**src/rtl/blasys_sweep_pkg.sv**
```systemverilog
`default_nettype none
// ============================================================================
// Module  : blasys_sweep_pkg
// Brief   : Sweep FSM state encoding and accumulator width helpers.
// Rev     : 1.0  initial release
// ============================================================================
package blasys_sweep_pkg;

  typedef enum logic [1:0] {
    c_idle  = 2'd0,
    c_sweep = 2'd1,
    c_drain = 2'd2,
    c_done  = 2'd3
  } sweep_state_t;

  // Up to 2^NUM_PI mismatching vectors must be countable.
  function automatic int err_cnt_w(input int num_pi);
    return num_pi + 1;
  endfunction

  // 2^NUM_PI vectors times up to 16 differing bits each.
  function automatic int hd_sum_w(input int num_pi);
    return num_pi + 5;
  endfunction

  function automatic int pop_w(input int num_po);
    return $clog2(num_po + 1);
  endfunction

endpackage
`default_nettype wire

```
**src/rtl/partition_err_acc.sv**
```systemverilog
`default_nettype none
// ============================================================================
// Module  : partition_err_acc
// Brief   : Per-vector exact/approx compare, popcount and metric accumulation.
//           Max |exact-approx| tracking exists only when MAX_ABS_ERR_EN is
//           defined; otherwise max_abs_err is tied to 0.
// Rev     : 1.0  initial release
// ============================================================================
module partition_err_acc
  import blasys_sweep_pkg::*;
#(
  parameter int NUM_PI = 7,
  parameter int NUM_PO = 4
) (
  input  logic                           clk,
  input  logic                           rst,
  input  logic                           clr,
  input  logic                           vld,
  input  logic [NUM_PO-1:0]              po_exact,
  input  logic [NUM_PO-1:0]              po_approx,
  output logic [err_cnt_w(NUM_PI)-1:0]   err_count,
  output logic [hd_sum_w(NUM_PI)-1:0]    hd_sum,
  output logic [NUM_PO-1:0]              max_abs_err
);

  localparam int c_err_w = err_cnt_w(NUM_PI);
  localparam int c_hd_w  = hd_sum_w(NUM_PI);
  localparam int c_pop_w = pop_w(NUM_PO);

  logic [NUM_PO-1:0]  w_diff;
  logic               w_mis;
  logic [c_pop_w-1:0] w_pop;
  logic [c_err_w-1:0] r_err_count;
  logic [c_hd_w-1:0]  r_hd_sum;

  assign w_diff = po_exact ^ po_approx;
  assign w_mis  = |w_diff;

  always_comb begin
    w_pop = '0;
    for (int i = 0; i < NUM_PO; i++) begin
      w_pop = w_pop + c_pop_w'(w_diff[i]);
    end
  end

  always_ff @(posedge clk) begin
    if (rst || clr) begin
      r_err_count <= '0;
      r_hd_sum    <= '0;
    end else if (vld) begin
      r_err_count <= r_err_count + c_err_w'(w_mis);
      r_hd_sum    <= r_hd_sum + c_hd_w'(w_pop);
    end
  end

  assign err_count = r_err_count;
  assign hd_sum    = r_hd_sum;

`ifdef MAX_ABS_ERR_EN
  logic [NUM_PO-1:0] w_abs;
  logic [NUM_PO-1:0] r_max_abs_err;

  assign w_abs = (po_exact > po_approx) ? (po_exact - po_approx)
                                        : (po_approx - po_exact);

  always_ff @(posedge clk) begin
    if (rst || clr) begin
      r_max_abs_err <= '0;
    end else if (vld && (w_abs > r_max_abs_err)) begin
      r_max_abs_err <= w_abs;
    end
  end

  assign max_abs_err = r_max_abs_err;
`else
  assign max_abs_err = '0;
`endif

endmodule
`default_nettype wire

```
**config.mk**
```make
export PLATFORM = sky130hd
export DESIGN_NAME = partition_err_acc
export DESIGN_NICKNAME = d
export VERILOG_FILES = /design/src/rtl/blasys_sweep_pkg.sv /design/src/rtl/partition_err_acc.sv
export SDC_FILE = /design/constraint.sdc
export NUM_CORES = 1
export LEC_CHECK = 0
export BUFFER_PORTS_ARGS = -buffer_cell sky130_fd_sc_hd__buf_2
export CORE_MARGIN = 4
export CORE_UTILIZATION = 43
export DETAILED_ROUTE_END_ITERATION = 10
export PLACE_DENSITY_LB_ADDON = 0.25
export SYNTH_ARGS = -nofsm -noshare
export SYNTH_HDL_FRONTEND = slang
export SYNTH_SLANG_ARGS = --single-unit
```
**constraint.sdc**
```tcl
create_clock -name clk -period 2.5 [get_ports clk]
set_input_delay 0.25 -clock clk [delete_from_list [all_inputs] [get_ports clk]]
set_output_delay 0.25 -clock clk [all_outputs]
set_load 0.01 [all_outputs]
```
Yosys cells after proc, flatten, opt, wreduce, memory -nomap -nowiden
Cells that the tools add are included.
{"block": "word_totals", "reg_bits": 20, "wordCells": 10}
{"block": "op_classes", "add_sub_neg": 5, "bitwise_logic": 1, "n_reduce_logical": 2}
{"cell": "adder 12 x 3 -> 12 bit", "n": 1}
{"cell": "adder 8 x 1 -> 8 bit", "n": 1}
{"cell": "OR reduction 4 bit", "n": 1}
{"cell": "bitwise XOR 4 bit", "n": 1}
{"cell": "adder 2 x 1 -> 3 bit", "n": 1}
{"cell": "adder 3 x 1 -> 3 bit", "n": 1}
{"cell": "adder 1 x 1 -> 2 bit", "n": 1}
{"cell": "logical OR 1 bit", "n": 1}

Longest topological paths before layout
{"block": "depth", "ltp_word": 5, "ltp_mapped": 9, "mapped_depth_nobuf": 9}

Least setup slack after synthesis
OpenSTA, ideal clock, no wires.
{"block": "synth_path", "kind": "input to register", "from": "in po_approx[0]", "to": "reg r_hd_sum[11] (netlist: hd_sum[11])", "setup_ps": 71, "t_arrival_ps": 2282, "setup_slack_ps": 148, "path_stages": 7, "n_path_buf": 0, "path_cell_list": "xnor2_1 > fa_1 > fa_1 > nor2b_1 > o2111ai_4 > or3_1 > a21oi_1"}
{"block": "synth_via", "elab_chain_cells": 5}
{"element": "start, declared", "line": "partition_err_acc.sv:20", "text": "input logic [NUM_PO-1:0] po_approx,"}
{"element": "bitwise XOR 4 bit", "line": "partition_err_acc.sv:36", "text": "assign w_diff = po_exact ^ po_approx;"}
{"element": "adder 1 x 1 -> 2 bit", "line": "partition_err_acc.sv:42", "text": "w_pop = w_pop + c_pop_w'(w_diff[i]);"}
{"element": "adder 2 x 1 -> 3 bit", "line": "partition_err_acc.sv:42"}
{"element": "adder 3 x 1 -> 3 bit", "line": "partition_err_acc.sv:42"}
{"element": "adder 12 x 3 -> 12 bit", "line": "partition_err_acc.sv:52", "text": "r_hd_sum <= r_hd_sum + c_hd_w'(w_pop);"}
{"element": "end signal, assigned", "line": "partition_err_acc.sv:52"}
{"element": "end, declared", "line": "partition_err_acc.sv:34", "text": "logic [c_hd_w-1:0] r_hd_sum;"}
No other way between the ends.
A chain may end at the register's enable or synchronous reset.

Final worst setup path
{"block": "layout_path", "from": "reg r_hd_sum[0] (netlist: hd_sum[0])", "to": "reg r_hd_sum[11] (netlist: hd_sum[11])"}
{"block": "layout_via", "elab_chain_cells": 1}
{"element": "adder 12 x 3 -> 12 bit", "line": "partition_err_acc.sv:52"}
No other way between the ends.

==> qor.yml <==
power:
  pwr-share-comb: 0.154
  intPower_uw: 453
  p_per_area_nw_per_um2: 492
  ir_worst_vdd_v: 0.000318
  clockPowerShare: 0.305
  p_seq_frac: 0.541
  p_sw_uw: 152
  switching_share: 0.251
  p_leak_nw: 0.541
  p_total_uw: 606
finish:
  drive_gt1_frac: 0.296
  multiInputGateArea_um2: 578
  nFillCells: 224
  area_growth_pct: 20.7
  final_cell_area_um2: 1230
  diodes: 0
  seq_area_um2: 400
  fin_nets: 161
  instances_no_fill: 170
timing:
  rsz0062_at_grt: "true"
  worst_slack_ns: 0.156
  fin_crit_ns: 2.34
  slew_viol_final: 0
  holdWs_ns: 0.314
  max_freq_ghz: 0.427
  fin_crit_sh: 0.938
  finalHoldViolations: 0
  finClkSkew_ns: 0.00666
  finalSetupViolCount: 0
global_routing:
  grt_usage: 0.130
  antenna_found_initial: 0
  grt_overflow: 0
  grt_pass1_vias: 834
  grt_max_degree: 21
  grt_pass1_wl_mm: 3.40
clock_network:
  cts_tree: "yes"
  path_clk_slew_ns: 0.11
  clock-sinks: 20
  clkLatencyLatePin_ns: 0.30
  post_cts_buffers: 0
  cts_max_level: 1
  cts_buffer_depth: 2
  cts_made_buffers: 3
  cts_root_buf: "clkbuf_4"
  cts_hold_buf: 0
synth:
  ys_types: 29
  synth_area_leaders: "dfxtp_1 39%, xor2_1 10%, nor2_1 6.3%, fa_1 5.9%, xnor2_1 4.3%"
  synth_seq_area_share: 0.393
  ys_ff_latch: 20
  synth_area_um2: 1020
  netlist.area_leader.share: 0.393
  ys_warn_count: 0
  syn_area_per_cell_um2: 9.36
  yosysTopAreaCell: "dfxtp_1"
  syn_inst: 109
place:
  post-dp-hpwl_mm: 1.55
  pre_cts_slack_ns: -0.0136
  postPlaceCellArea_um2: 1190
  gp_congestion: 0.752
  io_buffers: 31
  place_inst: 166
floorplan:
  fp.dieH_um: 56.7
  core_um2: 2230
  start_util: 0.457
  die_area_um2: 3210
  fp.dieW_um: 56.7
  num_rows: 17
  pin_count: 36
critical_path:
  cp_max_fo: 3
  start_kind: "register"
  cp_data_arrival_time_ns: 2.58
  critical_path_required_ns: 2.73
  end_kind: "register"
  crit_type: "register to register"
route:
  wire_per_inst_um: 11.6
  drtAntennaViolNets: 0
  finalWirelength_mm: 1.97
  viasPerCell: 5.02
  via_count: 853
  drt-pass1-iter-count: 4
  initialDrtViolationCount: 11
  drc: 0
min_path:
  hp-class: "input pin to register"
status:
  status: "completed"
flow_run:
  cap_violations: 0
worst max-delay path: stages (launching register included):
cell       delay, ns
dfxtp_1         0.36
inv_1           0.06
fa_1            0.50
fa_1            0.45
nor2b_1         0.27
o2111ai_4       0.14
or3_1           0.36
a21oi_1         0.13
power groups by stage:
stage | Sequential (mW) | Clock (mW) | Combinational (mW)
CTS | 0.328 | 0.194 | 0.0945
global placement | 0.335 | 0 | 0.0919
global route | 0.329 | 0.208 | 0.109
detailed placement | 0.335 | 0 | 0.0931
floorplan | 0.337 | 0 | 0.0666
finish | 0.328 | 0.185 | 0.0930
registers in the layout (all words and copies together) (netlist names):
name       count
err_count      8
hd_sum        12
final timing paths:
path	startpoint	endpoint	slack, ns	cells past startpoint
hold reg to reg	hd_sum[11]	hd_sum[11]	0.50	2
setup reg to reg	hd_sum[0]	hd_sum[11]	0.16	7
setup / recovery	hd_sum[0]	hd_sum[11]	0.16	7
hold / removal	vld	hd_sum[0]	0.31	2
Yosys cell counts:
| library cell | instances |
|---|---|
| buf_4 | 4 |
| o21ai_0 | 4 |
| a211oi_1 | 1 |
| o2111ai_4 | 1 |
| clkbuf_1 | 2 |
| nand3_1 | 3 |
| mux2i_1 | 3 |
| buf_2 | 1 |
| xnor2_1 | 5 |
| fa_1 | 3 |
| conb_1 | 1 |
| nand2_1 | 6 |
| or3_1 | 3 |
| nor2b_1 | 1 |
| nor3_1 | 1 |
| or2_2 | 1 |
| inv_1 | 3 |
| nand4_1 | 5 |
| nor2_1 | 17 |
| and3_1 | 1 |
| ha_1 | 3 |
| and4_4 | 1 |
| and2_1 | 1 |
| and2_2 | 1 |
| a21oi_1 | 3 |
| xor2_1 | 12 |
| o211ai_1 | 1 |
| dfxtp_1 | 20 |
| o2111ai_1 | 1 |
metal layers:
metal / wire (µm) / GRT usage / up-vias
met5: 0 / 0 / -
met3: 103 / 0.0460 / 2
met4: 12 / 0.0271 / 0
met1: 831 / 0.149 / 404
met2: 1020 / 0.229 / 20
li1: - / - / 427
timing repair:
action                                 in CTS  in global routing
gates resized for setup                     0                  1
setup endpoints to repair                   0                  3
endpoints found under the hold margin       0                  0
through the flow:
step / utilization / setup TNS [ns]
final: 0.551 / 0
after global placement: 0.534 / 0
after floorplan: - / 0
after global routing: 0.551 / -0.00192
after CTS: 0.551 / 0
after detailed placement: 0.534 / -0.0136
placed cells by master, fill, tap and decap left out, types with 4 or more instances in the layout:
cell type	synthesis	layout
nand4_1	5	5
nand2_1	6	6
nor2_1	17	17
xor2_1	12	12
xnor2_1	5	5
o21ai_0	4	4
buf_2	1	31
conb_1	1	4
dfxtp_1	20	20
cell families (layout without fill, tap and decap cells):
kind of cell | count (synthesis) | after routing | share of synthesized area
flip-flops | 20 | 20 | 0.393
adder cells (fa/ha/maj) | 6 | 6 | 0.0957
AND/OR/NAND/NOR | 41 | 41 | 0.196
XOR/XNOR | 17 | 17 | 0.146
AO/OA/AOI/OAI | 11 | 11 | 0.0834
other | 1 | 4 | 0.00368
multiplexers | 3 | 3 | 0.0294
buffers and inverters | 10 | 40 | 0.0528
area by class of cell:
class | instances | share of cell area
clock buffer | 4 | 0.0295
tap | 28 | 0.0285
inverter | 3 | 0.00915
sequential | 20 | 0.325
multi-input combinational | 82 | 0.470
timing repair buffer | 33 | 0.138
Note: power is estimated with default switching activity, not from simulation.
